`config.mk`:
```
export PLATFORM = sky130hd
export DESIGN_NAME = alu_operand_stage
export DESIGN_NICKNAME = d
export VERILOG_FILES = /design/src/rtl/alu_operand_stage.sv
export SDC_FILE = /design/constraint.sdc
export NUM_CORES = 1
export LEC_CHECK = 0
export ABC_AREA = 1
export CORE_AREA = 2 2 152 154
export CTS_CLUSTER_DIAMETER = 100
export CTS_CLUSTER_SIZE = 12
export DETAILED_ROUTE_END_ITERATION = 10
export DIE_AREA = 0 0 154 156
export DONT_BUFFER_PORTS = 1
export SLEW_MARGIN = 30
export SYNTH_ARGS = -nofsm -noshare
export SYNTH_HDL_FRONTEND = slang
export SYNTH_SLANG_ARGS = --single-unit
```
`constraint.sdc`:
```
create_clock -name clk -period 1.56 [get_ports clk]
set_clock_uncertainty 0.05 [all_clocks]
set_input_delay 0.234 -clock clk [delete_from_list [all_inputs] [get_ports clk]]
set_output_delay 0.234 -clock clk [all_outputs]
set_load 0.005 [all_outputs]
```
`src/rtl/alu_operand_stage.sv`:
```
// alu_operand_stage: forwarding, load-use hazard detection and registered ALU operand select behind a valid/ready handshake
// Ports: clk/rst_n; decode side in_valid/in_ready, alu_src, sign_ext, rs/rt with rs_data/rt_data, imm16, shamt;
// forwarding fwd_ex_*/fwd_mem_*; load hazard ex_load_pending/ex_load_reg; flush; ALU side out_valid/out_ready,
// op_a/op_b, illegal; stall_count saturating hazard-stall counter.
module alu_operand_stage #(
  parameter int WIDTH   = 32,
  parameter int SHAMT_W = 5,
  parameter int CNT_W   = 16
) (
  input  logic               clk,
  input  logic               rst_n,
  input  logic               in_valid,
  output logic               in_ready,
  input  logic [2:0]         alu_src,
  input  logic               sign_ext,
  input  logic [4:0]         rs,
  input  logic [4:0]         rt,
  input  logic [WIDTH-1:0]   rs_data,
  input  logic [WIDTH-1:0]   rt_data,
  input  logic [15:0]        imm16,
  input  logic [SHAMT_W-1:0] shamt,
  input  logic               fwd_ex_wr,
  input  logic               fwd_mem_wr,
  input  logic [4:0]         fwd_ex_reg,
  input  logic [4:0]         fwd_mem_reg,
  input  logic [WIDTH-1:0]   fwd_ex_data,
  input  logic [WIDTH-1:0]   fwd_mem_data,
  input  logic               ex_load_pending,
  input  logic [4:0]         ex_load_reg,
  input  logic               flush,
  output logic               out_valid,
  input  logic               out_ready,
  output logic [WIDTH-1:0]   op_a,
  output logic [WIDTH-1:0]   op_b,
  output logic               illegal,
  output logic [CNT_W-1:0]   stall_count
);
  logic [WIDTH-1:0] fa, fb, sx16, sel_a, sel_b;
  logic use_rs, use_rt, hazard, accept, sel_ill;
  always_comb begin
    fa = (rs != 5'd0 && fwd_ex_wr && fwd_ex_reg == rs) ? fwd_ex_data :
         (rs != 5'd0 && fwd_mem_wr && fwd_mem_reg == rs) ? fwd_mem_data : rs_data;
    fb = (rt != 5'd0 && fwd_ex_wr && fwd_ex_reg == rt) ? fwd_ex_data :
         (rt != 5'd0 && fwd_mem_wr && fwd_mem_reg == rt) ? fwd_mem_data : rt_data;
    use_rs = alu_src == 3'd0 || alu_src == 3'd1 || alu_src == 3'd4;
    use_rt = alu_src == 3'd0 || alu_src == 3'd3 || alu_src == 3'd4;
    hazard = ex_load_pending && ex_load_reg != 5'd0 &&
             ((use_rs && ex_load_reg == rs) || (use_rt && ex_load_reg == rt));
    in_ready = rst_n && !flush && !hazard && (!out_valid || out_ready);
    accept = in_valid && in_ready;
    sx16 = {{(WIDTH-16){imm16[15]}}, imm16};
    sel_ill = alu_src > 3'd4;
    sel_a = (alu_src == 3'd0 || alu_src == 3'd1) ? fa :
            (alu_src == 3'd3 || alu_src == 3'd4) ? fb : '0;
    sel_b = alu_src == 3'd0 ? fb :
            alu_src == 3'd1 ? (sign_ext ? sx16 : WIDTH'(imm16)) :
            alu_src == 3'd2 ? sx16 << 16 :
            alu_src == 3'd3 ? WIDTH'(shamt) :
            alu_src == 3'd4 ? WIDTH'(fa[SHAMT_W-1:0]) : '0;
  end
  always_ff @(posedge clk or negedge rst_n) begin
    if (!rst_n) begin
      out_valid   <= 1'b0;
      op_a        <= '0;
      op_b        <= '0;
      illegal     <= 1'b0;
      stall_count <= '0;
    end else begin
      if (flush) out_valid <= 1'b0;
      else if (accept) begin
        out_valid <= 1'b1;
        op_a      <= sel_a;
        op_b      <= sel_b;
        illegal   <= sel_ill;
      end else if (out_ready) out_valid <= 1'b0;
      if (in_valid && hazard && !flush && stall_count != '1) stall_count <= stall_count + 1'b1;
    end
  end
endmodule

```
==> flow_metrics.tcl, run 1 <==
set metrics [dict create \
    ys_seq_area_share_pct 30.9 \
    numPortBuffers 0 \
    synthTopCellsByCount "494 x nand2_1, 208 x nand3_1, 82 x dfrtp_1, 56 x inv_1, 38 x nor2_1" \
    synth_most_common_cell "nand2_1" \
    regToRegSetupSlack_ps -110 \
    hold_ws_ps -480 \
    syn_inst 1098 \
    yosysTopAreaCellShare_pct 30.9 \
    wl_met3_mm 3.38 \
    clockBufferDepth 2 \
    cp_num_buf_inv 5 \
    drt_first_pass_iters 5 \
    dieArea_um2 24000 \
    initial_utilization_pct 29.7 \
    min_path_type "primary input to asynchronous set/reset pin" \
    powerDensity_nw_per_um2 760 \
    critPathLaunch "out_valid" \
    clkLatencyLatePin_ps 350 \
    clk_pin_slew_ps 80 \
    required_ps 1750 \
    status "finished, violations left" \
    internal_power_uw 4210 \
    drtAntennaViolNets 0 \
    wl_met2_mm 14.7 \
    avgSynthCellArea_um2 6.06 \
    core_area_um2 22400 \
    num_rows 55 \
    max_stage_delay_ps 390 \
    r2r_end "op_b[24]" \
    synth_area_leaders "dfrtp_1 31%, nand2_1 28%, nand3_1 16%" \
    seq_power_share_pct 42.2 \
    layout.nets 1349 \
    wirelength_mm 30.5 \
    wl_per_cell_um 21.0 \
    swShare_pct 35.0 \
    dieHeight_um 156 \
    peakVddDrop_mv 0.441 \
    crit_chain "inv_2, nor2_2, nor3b_2, buf_4, nand2_4, nor2_4, buf_12, inv_16, buf_16, nand2_1, o21ai_1" \
    hold_viol_final 82 \
    power.leakage_uw 0.00446 \
    clockPowerShare_pct 34.2 \
    wl_met1_mm 11.8 \
    post-place-ws_ps -494 \
    track_usage_pct 25.1 \
    drt_iter0_markers 668 \
    slowest_stage "dfrtp_1" \
    htreeDepth 3 \
    cts_buffers 9 \
    synth_edf_count 0 \
    final_layout_size_suffix_gt1_share_pct 20.0 \
    synth_flop_cell "dfrtp_1" \
    drc 0 \
    cts_tree "built" \
    cap_violations 0 \
    viasPerCell 5.23 \
    die_x_um 154 \
    min_period_ps 1670 \
    tns_ps -6220 \
    rsz0062_at_grt "true" \
    path_delay_family "buffers and inverters" \
    cp-start-kind "flip-flop" \
    syn_to_final_growth_pct 28.1 \
    async_reset_ff_share_pct 100 \
    critPathMaxFanout 14 \
    finalCritPeriodShare_pct 107 \
    grt_pass1_vias 7381 \
    cts_num_sinks 82 \
    maxSlewHeadroom_pct 70.1 \
    ys_warn_count 0 \
    grt_remaining_overflow 0 \
    syn-cell-area_um2 6650 \
    design_power_total_uw 6470 \
    syn-num-nets 1285 \
    clock-root-buffer "clkbuf_16" \
    max_freq_ghz 0.598 \
    placed_area_um2 7600 \
    violations "negative hold slack, negative setup slack" \
    setup_ws_ps -112 \
    dr_total_vias 7606 \
    p_switching_uw 2270 \
    dp_hpwl_mm 23.4 \
    synth_cell_types 30 \
    highest_layer "met4" \
    final_area_um2 8520 \
    maxSlewViolCount 0 \
    synth_seq_cells 82 \
    yosysTopAreaCell "dfrtp_1" \
    grt_max_degree 84 \
    reg2reg_depth 11 \
    worstMarginPinSlew_ps 448 \
    end_kind "flip-flop" \
    crit_arrival_ps 1860 \
    crit_type "flip-flop to flip-flop" \
    rr_startpoint "out_valid" \
    antenna_found_initial 2 \
    grt_pass1_wl_mm 45.5 \
    io_pins 269 \
    comb_power_share_pct 23.6 \
    nFillCells 2451 \
    setup_violations 83 \
    place_congestion 0.980 \
]
==> state kept, by name, indices dropped and copies added (netlist names) <==
signal / flops
illegal: 1
op_a: 32
op_b: 32
out_valid: 1
stall_count: 16
==> per-layer routing <==
layer  vias to the layer above  global-route usage, %
li1                       3648                      -
met4                         0                   4.67
met2                       360                   44.0
met3                        35                   9.00
met5                         -                      0
met1                      3563                   29.7
==> logic make-up (layout without fill, tap and decap cells) <==
family / Yosys count / in the layout / share of synthesized area, %
buffers and inverters: 131 / 200 / 8.92
XOR/XNOR: 25 / 25 / 3.29
AO/OA/AOI/OAI: 62 / 62 / 5.61
other: 0 / 2 / 0
flip-flops: 82 / 82 / 30.9
adder cells (fa/ha/maj): 1 / 1 / 0.188
AND/OR/NAND/NOR: 797 / 797 / 51.1
==> cells in the final DEF, fill, tap and decap left out, types with 2 or more instances in the layout <==
master	instances
inv_2	10
clkinvlp_4	2
nor3_1	6
o21ai_2	3
xor2_1	9
or2_1	12
o211ai_1	24
nand3_1	206
nand4_1	3
dlygate4sd3_1	3
inv_8	2
buf_16	7
clkbuf_16	10
nand3_2	2
or2_2	17
nor3_2	3
dfrtp_1	82
inv_1	53
buf_4	82
nor2_1	34
o21ai_0	8
buf_6	4
diode_2	2
o21ai_1	22
nand2_4	6
nor2_4	7
nor2_2	6
clkinv_8	2
nand2_1	448
buf_12	18
xnor2_1	16
nand2_2	44
a21oi_1	4
==> stage by stage <==
stage | cells | util (%)
4_1_cts | 1445 | 37.2
6_report | 1454 | 38.1
3_3_place_gp | 1412 | 34.0
3_5_place_dp | 1412 | 34.0
2_1_floorplan | 1098 | -
5_1_grt | 1452 | 38.1
==> area by class of cell <==
type	count	area [µm²]	share of cell area [%]
inverters	67	283	3.32
repair inverters	1	16.3	0.191
flip-flops and latches	82	2050	24.1
clock inverters	7	71.3	0.837
multi-input cells	885	4220	49.6
well taps	285	357	4.19
diodes	2	5.00	0.0588
clock buffers	9	225	2.64
repair buffers	116	1280	15.1
==> worst register-to-register path: cells and delay by family, from the launching register on <==
family | cells | cell delay (ps)
AND/OR/NAND/NOR | 5 | 460
buffers and inverters | 5 | 610
AO/OA/AOI/OAI | 1 | 60
flip-flops | 1 | 390
==> worst max-delay path by stage <==
stage | endpoint | cells after the start
after global placement | op_b[31] | 12
after CTS | in_ready | 7
after floorplan | stall_count[3] | 11
after detailed placement | op_b[17] | 12
final | op_b[24] | 11
after global routing | op_a[9] | 11
==> power groups by stage <==
stage	registers (µW)	logic [µW]	clock network, µW
6_report	2730	1530	2210
4_1_cts	2740	1480	2270
3_3_place_gp	2770	1350	0
3_5_place_dp	2760	1360	0
2_1_floorplan	2650	865	0
5_1_grt	2770	1710	2330
==> what timing repair did <==
| item | in CTS | in global routing |
|---|---|---|
| cloned | 6 | 1 |
| resized for setup | 66 | 30 |
| hold buffers | 2 | 1 |
| setup endpoints to repair | 83 | 83 |
| setup buffers | 10 | 5 |
| hold endpoints to repair | 84 | 83 |
| pin swaps | 31 | 5 |
Note: power is estimated with default switching activity, not from simulation.
==> inputs of run 2 (changes only) <==
--- a/config.mk
+++ b/config.mk
@@ -12,6 +12,7 @@
 export DETAILED_ROUTE_END_ITERATION = 10
 export DIE_AREA = 0 0 154 156
 export DONT_BUFFER_PORTS = 1
+export GPL_ROUTABILITY_DRIVEN = 1
 export SLEW_MARGIN = 30
 export SYNTH_ARGS = -nofsm -noshare
 export SYNTH_HDL_FRONTEND = slang
==> results of run 2 <==
The final DEF is identical to that of run 1; final timing and power are the same.
==> inputs of run 3 (changes only) <==
--- a/config.mk
+++ b/config.mk
@@ -13,6 +13,7 @@
 export DIE_AREA = 0 0 154 156
 export DONT_BUFFER_PORTS = 1
 export GPL_ROUTABILITY_DRIVEN = 1
+export GPL_TIMING_DRIVEN = 0
 export SLEW_MARGIN = 30
 export SYNTH_ARGS = -nofsm -noshare
 export SYNTH_HDL_FRONTEND = slang
==> run 3 against run 2 <==
  * The run still ends with negative hold slack, negative setup slack left
  * Largest power group unchanged
  * Die area did not move
  * Register-to-register slack worse by 40 ps
  * Setup slack got worse by 44 ps
==> flow_metrics.tcl, run 3 (same netlist as run 1, synthesis figures left out) <==
set metrics [dict create \
    cts_buffers 9 \
    worstMarginPinSlew_ps 596 \
    maxSlewHeadroom_pct 60.3 \
    drtAntennaViolNets 0 \
    cts_tree "built" \
    antenna_found_initial 0 \
    clockBufferDepth 2 \
    wirelength_mm 30.9 \
    finalCritPeriodShare_pct 110 \
    reg_top3 "op_a x32, op_b x32, stall_count x16" \
    fin_util_pct 36.3 \
    die_x_um 154 \
    min_period_ps 1720 \
    design_power_total_uw 6370 \
    clk_pin_slew_ps 70 \
    peakVddDrop_mv 0.544 \
    clkLatencyLatePin_ps 350 \
    numPortBuffers 0 \
    htreeDepth 3 \
    rsz0062_at_grt "true" \
    drt_iter0_markers 570 \
    viasPerCell 5.21 \
    grt_pass1_wl_mm 45.1 \
    dieArea_um2 24000 \
    cap_violations 0 \
    final_layout_size_suffix_gt1_share_pct 18.3 \
    io_pins 269 \
    violations "negative hold slack, negative setup slack" \
    drt_first_pass_iters 5 \
    place_congestion 0.897 \
    use_met3_pct 10.9 \
    setup_ws_ps -157 \
    min_path_type "primary input to asynchronous set/reset pin" \
    r2r_end "stall_count[13]" \
    regToRegSetupSlack_ps -160 \
    maxSlewViolCount 0 \
    syn_to_final_growth_pct 22.0 \
    required_ps 1740 \
    grt_pass1_vias 7192 \
    hold_viol_final 82 \
    clock-root-buffer "clkbuf_16" \
    critPathMaxFanout 5 \
    crit_type "flip-flop to flip-flop" \
    initial_utilization_pct 29.7 \
    hold_buffers 3 \
    gr-usage-met1_pct 29.2 \
    gr-usage-met2_pct 41.6 \
    max_freq_ghz 0.583 \
    grt_busiest_layer "met2" \
    grt_remaining_overflow 0 \
    mostFrequentLayoutCells "448 x nand2_1, 206 x nand3_1, 76 x dfrtp_1" \
    power.leakage_uw 0.00421 \
    wl_per_cell_um 21.5 \
    final-seq-area_um2 2060 \
    dp_hpwl_mm 24.2 \
    drc 0 \
    rr_startpoint "stall_count[0]" \
    critPathLaunch "stall_count[0]" \
    cts_num_sinks 82 \
    post-place-ws_ps -636 \
    status "finished, violations left" \
    multi_input_area_um2 4220 \
    dr_total_vias 7482 \
    crit_arrival_ps 1900 \
    cp-start-kind "flip-flop" \
    setup_violations 83 \
    num_rows 55 \
    final_common_cell "nand2_1" \
    track_usage_pct 25.3 \
    crit_path_end "stall_count[13]" \
    reg2reg_depth 11 \
    end_kind "flip-flop" \
    final_area_um2 8110 \
    layout.nets 1332 \
    hold_ws_ps -482 \
    nFillCells 2469 \
    core_area_um2 22400 \
    powerDensity_nw_per_um2 785 \
    dieHeight_um 156 \
    grt_max_degree 84 \
    placed_area_um2 7030 \
]
[run 3: layer usage]
layer | part of all wire [%] | vias up | wire (µm)
li1 | - | 3617 | -
met1 | 38 | 3452 | 11800
met2 | 46 | 360 | 14300
met3 | 12 | 53 | 3730
met4 | 3.5 | 0 | 1090
met5 | 0 | - | 0
[run 3: what timing repair did]
action,in CTS,in global routing
gates cloned,7,3
pin swaps,30,3
setup buffers,19,5
setup endpoints to repair,83,83
resized for setup,96,30
hold endpoints to repair,84,82
[run 3: critical path, cell delays in order, from the launching register on]
cell and delay, ps:
dfrtp_2 470, ha_4 190, nand3_4 90, inv_4 40, nand3_2 70, nor3_2 40, nor3_2 120, nand2_2 150
buf_12 160, buf_8 120, nand2_2 40, nand2_1 60
[run 3: worst min-delay path by stage]
stage | startpoint | endpoint | slack [ps] | depth (start not counted)
after floorplan | rst_n | illegal | -110 | 0
after global placement | rst_n | stall_count[8] | -110 | 0
after detailed placement | rst_n | stall_count[8] | -110 | 0
after CTS | rst_n | op_a[31] | -490 | 0
after global routing | rst_n | stall_count[9] | -500 | 0
final | rst_n | stall_count[2] | -480 | 0
[run 3: area by class of cell]
class / count / share of cell area, %
tap: 285 / 4.40
sequential: 82 / 25.4
buffer: 64 / 5.45
antenna: 1 / 0.0308
clock inverter: 6 / 0.802
inverter: 67 / 3.22
clock buffer: 10 / 2.95
timing repair buffer: 36 / 5.80
multi-input combinational: 885 / 52.0
[run 3: metrics by stage]
step	std cells	setup TNS (ps)
final	1436	-8890
after CTS	1428	-7580
after global routing	1435	-16320
after global placement	1383	-38610
after floorplan	1098	-819
after detailed placement	1383	-38850
[run 3: where the power goes]
| group | total, µW | switching, µW | internal, µW |
|---|---|---|---|
| clock | 2290 | 999 | 1290 |
| combinational | 1310 | 787 | 527 |
| sequential | 2770 | 344 | 2420 |
